## config.mk

```make
export PLATFORM = sky130hd
export DESIGN_NAME = slc3_button_conditioner
export DESIGN_NICKNAME = d
export VERILOG_FILES = /design/src/rtl/slc3_button_conditioner.sv
export SDC_FILE = /design/constraint.sdc
export NUM_CORES = 1
export LEC_CHECK = 0
export ABC_AREA = 1
export BUFFER_PORTS_ARGS = -buffer_cell sky130_fd_sc_hd__buf_2
export CAP_MARGIN = 5
export CORE_ASPECT_RATIO = 0.9
export CORE_MARGIN = 2
export CORE_UTILIZATION = 30
export CTS_BUF_LIST = sky130_fd_sc_hd__clkbuf_4 sky130_fd_sc_hd__clkbuf_8
export CTS_CLUSTER_SIZE = 14
export DETAILED_ROUTE_END_ITERATION = 10
export SYNTH_ARGS = -nofsm -noshare
export SYNTH_HDL_FRONTEND = slang
export SYNTH_SLANG_ARGS = --single-unit
```

## constraint.sdc

```tcl
create_clock -name Clk -period 1.4 [get_ports Clk]
set_clock_uncertainty 0.05 [all_clocks]
set_input_delay 0.14 -clock Clk [delete_from_list [all_inputs] [get_ports Clk]]
set_output_delay 0.14 -clock Clk [all_outputs]
set_load 0.01 [all_outputs]
```

## src/rtl/slc3_button_conditioner.sv

```systemverilog
// Run/Continue push-button conditioner: 2-flop sync, counter debounce, press pulses, and an
// optional both-held combo reset (enabled by defining BTN_COMBO_RESET_EN).
module slc3_button_conditioner #(
  parameter int DEBOUNCE_CYCLES = 16,
  parameter int RESET_STRETCH   = 4
) (
  input  logic       Clk,
  input  logic       Reset,
  input  logic       Run_raw,
  input  logic       Continue_raw,
  output logic       Run_level,
  output logic       Continue_level,
  output logic       Run_pulse,
  output logic       Continue_pulse,
  output logic       Cpu_reset_h,
  output logic [1:0] Dbg_state
);

  localparam int CW = $clog2(DEBOUNCE_CYCLES + 1);
  localparam logic [CW-1:0] CNT_LAST = CW'(DEBOUNCE_CYCLES - 1);

  typedef enum logic [1:0] {
    ST_IDLE  = 2'd0,
    ST_COMBO = 2'd1,
    ST_DRAIN = 2'd2
  } state_t;

  if (DEBOUNCE_CYCLES < 2 || RESET_STRETCH < 1) begin : g_param_check
    $error("slc3_button_conditioner: DEBOUNCE_CYCLES must be >= 2, RESET_STRETCH >= 1");
  end

  // Bit 0 is Run, bit 1 is Continue throughout.
  logic [1:0]    r_sync1;
  logic [1:0]    r_sync2;
  logic [1:0]    r_stable;
  logic [1:0]    r_level;
  logic [1:0]    r_level_d;
  logic [1:0]    r_pulse;
  logic [CW-1:0] r_cnt [2];
  logic          r_cpu_reset;
  logic          w_pulse_en;
  logic [1:0]    w_rise;

  assign w_rise = r_level & ~r_level_d;

  always_ff @(posedge Clk or negedge Reset) begin
    if (!Reset) begin
      r_sync1   <= 2'b11;
      r_sync2   <= 2'b11;
      r_stable  <= 2'b11;
      r_level   <= 2'b00;
      r_level_d <= 2'b00;
      r_pulse   <= 2'b00;
      r_cnt[0]  <= '0;
      r_cnt[1]  <= '0;
    end else begin
      r_sync1 <= {Continue_raw, Run_raw};
      r_sync2 <= r_sync1;
      for (int i = 0; i < 2; i++) begin
        // Counter only runs while the input disagrees, so it stops at CNT_LAST and never wraps.
        if (r_sync2[i] == r_stable[i]) begin
          r_cnt[i] <= '0;
        end else if (r_cnt[i] == CNT_LAST) begin
          r_stable[i] <= r_sync2[i];
          r_cnt[i]    <= '0;
        end else begin
          r_cnt[i] <= r_cnt[i] + 1'b1;
        end
      end
      r_level   <= ~r_stable;
      r_level_d <= r_level;
      r_pulse   <= w_rise & {2{w_pulse_en}};
    end
  end

`ifdef BTN_COMBO_RESET_EN
  localparam int SW = $clog2(RESET_STRETCH + 1);
  localparam logic [SW-1:0] STRETCH_MAX = SW'(RESET_STRETCH);

  state_t        r_state;
  state_t        w_state_next;
  logic [SW-1:0] r_stretch;

  always_comb begin
    w_state_next = r_state;
    case (r_state)
      ST_IDLE:  if (&r_level) w_state_next = ST_COMBO;
      ST_COMBO: if (r_stretch >= STRETCH_MAX && !(&r_level)) w_state_next = ST_DRAIN;
      ST_DRAIN: if (r_level == 2'b00) w_state_next = ST_IDLE;
      default:  w_state_next = ST_IDLE;
    endcase
  end

  always_ff @(posedge Clk or negedge Reset) begin
    if (!Reset) begin
      r_state     <= ST_IDLE;
      r_stretch   <= '0;
      r_cpu_reset <= 1'b1;
    end else begin
      r_state     <= w_state_next;
      r_cpu_reset <= (r_state == ST_COMBO);
      if (r_state != ST_COMBO) begin
        r_stretch <= '0;
      end else if (r_stretch != STRETCH_MAX) begin
        r_stretch <= r_stretch + 1'b1;
      end
    end
  end

  // A simultaneous rise of both levels goes straight to COMBO without a pulse.
  assign w_pulse_en = (r_state == ST_IDLE) && !(&r_level);
  assign Dbg_state  = r_state;
`else
  always_ff @(posedge Clk or negedge Reset) begin
    if (!Reset) begin
      r_cpu_reset <= 1'b1;
    end else begin
      r_cpu_reset <= 1'b0;
    end
  end

  assign w_pulse_en = 1'b1;
  assign Dbg_state  = ST_IDLE;
`endif

  assign Run_level      = r_level[0];
  assign Continue_level = r_level[1];
  assign Run_pulse      = r_pulse[0];
  assign Continue_pulse = r_pulse[1];
  assign Cpu_reset_h    = r_cpu_reset;

endmodule
```

# Yosys cells after proc, flatten, opt, wreduce, memory -nomap -nowiden

Cells that the tools add are included.

Muxes and demuxes: 4
Eq/ne operators: 4
Add/subtract/negate cells: 2
Bitwise logic cells: 5
Reductions and logical operators: 2

Operator list:

| kind                                                                   | count |
|---|---|
| 5-bit 2-to-1 mux                                                       | 4 |
| 5-bit by 1-bit adder with 5-bit output (second input constant)         | 2 |
| 5-bit by 4-bit equality test with 1-bit output (second input constant) | 2 |
| 2-bit NOT                                                              | 2 |
| 2-bit AND reduction                                                    | 2 |
| 2-bit AND                                                              | 1 |
| 1-bit equality test                                                    | 2 |
| 1-bit NOT                                                              | 2 |

Output and inout port bits: 7
Word-level logic and storage cells: 27
Register bits after elaboration: 23
Input bits: 4

# Logic depth before layout (Yosys ltp)

Word-level depth: 3
Gate-level depth with buffers: 5
Depth with buffers taken out: 5

# Worst setup path before layout

Ideal clock, no wire load.

Path type: register to register
Start: reg r_cnt[0] in the netlist's numbering
End: reg r_cnt[0] in the netlist's numbering
Slack: 0.405 ns
Setup time: 0.071 ns
Arrival time: 0.873 ns
Required time: 1.279 ns
Buffers on the path: 0
Period minus slack after synthesis: 0.995 ns
Stages on the path, launching flop included: 5
Cell sequence: dfrtp_1 > ha_1 > nand4_1 > nand2_1 > nor2_1

Cells in the longest elaborated chain, start to end: 3
Elaborated cells on any way between the ends: 4
Classes of those cells: add/sub (1); eq/ne (1); mux (2)

Ends and longest elaborated chain:

| what                                                                                                     | line   | source |
|---|---|---|
| start, declared                                                                                          | 39     | `logic [CW-1:0] r_cnt [2];` |
| start signal, assigned by index                                                                          | 67     | `r_cnt[i] <= r_cnt[i] + 1'b1;` |
| 5-bit by 1-bit adder with 5-bit output or 5-bit by 4-bit equality test with 1-bit output (tied branches) | 67, 63 |  |
| 5-bit 2-to-1 mux *                                                                                       | 63     | `end else if (r_cnt[i] == CNT_LAST) begin` |
| 5-bit 2-to-1 mux *                                                                                       | 61     | `if (r_sync2[i] == r_stable[i]) begin` |

Every way passes the cells marked *; elsewhere a longest branch is shown, timed or not.
A chain may end at the register's enable or synchronous reset.

# Final worst setup path

Start: reg r_cpu_reset, in the netlist Cpu_reset_h
End: out Cpu_reset_h

RTL lines:

| what                   | line | source |
|---|---|---|
| start, declared        | 40   | `logic r_cpu_reset;` |
| start signal, assigned | 116  | `r_cpu_reset <= 1'b1;` |
| start signal, assigned | 118  | `r_cpu_reset <= 1'b0;` |
| end, declared          | 15   | `output logic Cpu_reset_h,` |

No word-level cell between the ends.

==> results.tsv <==
stage	metric	value	unit
power_and_ir_drop	share of power burned in combinational logic	0.060	
clocking	total setup buffers inserted after CTS	0	
logic_synthesis	share of the synthesized area in the top cell type	0.460	
worst_setup_path	Crit path depth	1	
power_and_ir_drop	Clock Power Share	0.273	
worst_setup_path	startpoint types	flip-flop	
cells_and_area	filler cell count	282	
worst_setup_path	CP cell instances	buf_2	
cells_and_area	ANT cells	0	
clocking	clock transition at the registers of the reported paths	120	ps
power_and_ir_drop	Leak	0.504	nW
clocking	Root Buffer	clkbuf_4	
routing	1st-pass router iterations	2	
routing	vias	562	
logic_synthesis	synthesized flop and latch total	23	
timing	Hold WS	276	ps
job	max-cap violations	0	
floorplanning	row count	18	
worst_setup_path	CP endpoint kind	primary output	
floorplanning	die width	60.8	µm
timing	Final Max Tran Viols	0	
floorplanning	I/O pin total	11	
clocking	total CTS buffers	3	
timing	final count of hold timing violations	0	
routing	DR iter-0 viols	11	
logic_synthesis	post-synthesis sequential area ratio	0.671	
power_and_ir_drop	pwr/cell area	1050	nW/µm²
logic_synthesis	Mean Syn Cell Area	10.1	µm²
floorplanning	Initial Util	0.317	
worst_setup_path	Worst Path Buf+Inv	1	
logic_synthesis	post-synthesis cell area	871	µm²
timing	Total Neg Setup Slack	0	ps
worst_setup_path	reg2reg setup slack	290	ps
placed_design	DP Area	953	µm²
placed_design	number of I/O port buffers	8	
worst_setup_path	CP Capture Point	Cpu_reset_h	
clocking	TritonCTS clock tree	yes	
timing	clock period minus final worst setup slack	1140	ps
logic_synthesis	Commonest cells post-synth	nand2_1, dfrtp_1, inv_1, nor2_1, dfstp_2	
power_and_ir_drop	sequential share of power	0.667	
cells_and_area	Layout area overhead	16.1	%
timing	fmax	0.878	GHz
worst_setup_path	crit path max fanout	1	
cells_and_area	layout cell share with drive strength beyond 1	0.188	
worst_setup_path	worst r2r src	r_cnt[5]$_DFF_PN0_	
global_route	first-pass GRT wire length	2.24	mm
logic_synthesis	Area contributors post-synth	dfrtp_1, dfstp_2, nand2_1	
placed_design	GP Congestion	0.732	
global_route	initial antenna violation count	0	
logic_synthesis	Gate Count Post-Synth	86	
worst_setup_path	CP Launch Point	Cpu_reset_h$_DFF_PN1_	
power_and_ir_drop	Net Sw Power	0.240	mW
worst_setup_path	max incr delay on CP	530	ps
status	run status	finished, final reports clean	
cells_and_area	Final Cell Area	1010	µm²
logic_synthesis	count leader, synth	nand2_1	
power_and_ir_drop	Switching Fraction	0.225	
timing	setup repair after global routing missed its margin	no	
routing	Routed Antenna Nets	0	
global_route	GRT Util Overall	0.0906	
worst_setup_path	Crit path required time	1210	ps
routing	routed wire length per instance	8.62	µm
routing	vias per inst	3.99	
worst_setup_path	Reg2Reg Depth	4	
global_route	largest net degree at the start of global routing	24	
worst_setup_path	Worst path top cell family by delay	flip-flops	
clocking	Worst-Skew Late Latency	300	ps
timing	final period utilization	0.813	
clocking	H-tree depth	1	
timing	# setup viols final	0	
power_and_ir_drop	Int Pwr	0.825	mW
power_and_ir_drop	VDD IR max	0.000285	V
floorplanning	die area	3350	µm²
logic_synthesis	Synth area leader	dfrtp_1	
floorplanning	Core ar.	2750	µm²
clocking	Resize count post-CTS	0	
worst_setup_path	Worst R2R End	r_cnt[8]$_DFF_PN0_	
logic_synthesis	Synth warnings	0	
floorplanning	Die Span Y	55.1	µm
logic_synthesis	Post-synth ARST share	1.00	
logic_synthesis	distinct cell type count after synthesis	11	
worst_setup_path	CP max-delay cell	dfstp_2	
placed_design	detailed placement HPWL	894	µm
worst_setup_path	critical path arrival	950	ps
hold_path	Worst Hold Class	in2async	
routing	final WL	1.22	mm
cells_and_area	Final nets	108	
worst_setup_path	worst setup path category	reg2out	
global_route	vias in the first global route	562	
global_route	gr ovfl total	0	
clocking	Clock Path Buffers	2	
logic_synthesis	number of synthesized flops with an enable pin	0	
clocking	Clock Sinks	23	
logic_synthesis	prevailing post-synth register cell	dfrtp_1	
routing	DR DRC count	0	
==> what timing repair did <==
item / in CTS / in global routing
hold buffers: 3 / 0
hold endpoints to repair: 18 / 0
setup endpoints to repair: 0 / 0
==> metal layers <==
metal / share of wire / global-route usage
met1: 0.45 / 0.112
met3: 0.030 / 0.0140
met2: 0.50 / 0.156
met4: 0.024 / 0.0435
met5: 0 / 0
==> flip-flops by register name, summed over array words and instances, names as in the netlist <==
| register | flops |
|---|---|
| Cpu_reset_h | 1 |
| r_stable | 2 |
| r_sync1 | 2 |
| r_sync2 | 2 |
| r_level | 2 |
| r_cnt | 10 |
| r_pulse | 2 |
| r_level_d | 2 |
==> kinds of logic after synthesis <==
family | Yosys count | share of synthesized area
xor gates and xnor gates | 2 | 0.0201
DFF | 23 | 0.671
and+or+nand+nor | 42 | 0.198
other | 1 | 0.00431
adders and majority gates | 2 | 0.0287
buffers and inverters | 16 | 0.0776
==> layout make-up <==
cell class                 instances  area (µm²)  area share
clock buffer                       3        22.5      0.0223
clock inverter                     1        5.00     0.00495
inverter                          14        52.6      0.0520
multi-input combinational         49         226       0.224
sequential                        23         584       0.578
tap                               40        50.0      0.0495
timing repair buffer              11        70.1      0.0693
==> per-stage QoR <==
| step | total power, mW | setup WS, ps | cells | util |
|---|---|---|---|---|
| finish | 1.06 | 262 | 141 | 0.368 |
| global route | 1.12 | 154 | 141 | 0.368 |
| CTS | 1.08 | 250 | 141 | 0.368 |
| detailed placement | 0.781 | 291 | 134 | 0.347 |
| global placement | 0.775 | 339 | 134 | 0.347 |
| floorplan | 0.757 | 405 | 88 | - |
==> layout by cell type, fill, tap and decap left out <==
cell / n
xnor2_1: 2
nand4_1: 4
dfstp_2: 7
nand2_1: 20
dfrtp_1: 16
inv_1: 14
clkinv_2: 1
conb_1: 3
buf_2: 8
dlygate4sd3_1: 3
ha_1: 2
nand3_1: 4
clkbuf_4: 3
nor2_1: 14
==> power groups by stage <==
| stage | combinational, mW | sequential (mW) | clock, mW |
|---|---|---|---|
| final | 0.0638 | 0.710 | 0.290 |
| after global routing | 0.0781 | 0.714 | 0.332 |
| after CTS | 0.0653 | 0.710 | 0.303 |
| after detailed placement | 0.0589 | 0.722 | 0 |
| after global placement | 0.0557 | 0.720 | 0 |
| after floorplan | 0.0377 | 0.719 | 0 |
==> worst min-delay path by stage <==
stage	depth (start not counted)	slack [ps]	end
after detailed placement	1	80	r_level_d[0]$_DFF_PN0_
after global placement	1	70	r_pulse[0]$_DFF_PN0_
after floorplan	0	-210	r_cnt[0]$_DFF_PN0_
after CTS	2	280	r_level_d[0]$_DFF_PN0_
final	2	280	r_level[0]$_DFF_PN0_
after global routing	0	320	r_sync2[1]$_DFF_PN1_
No activity file was read; power rests on OpenSTA's default activity.
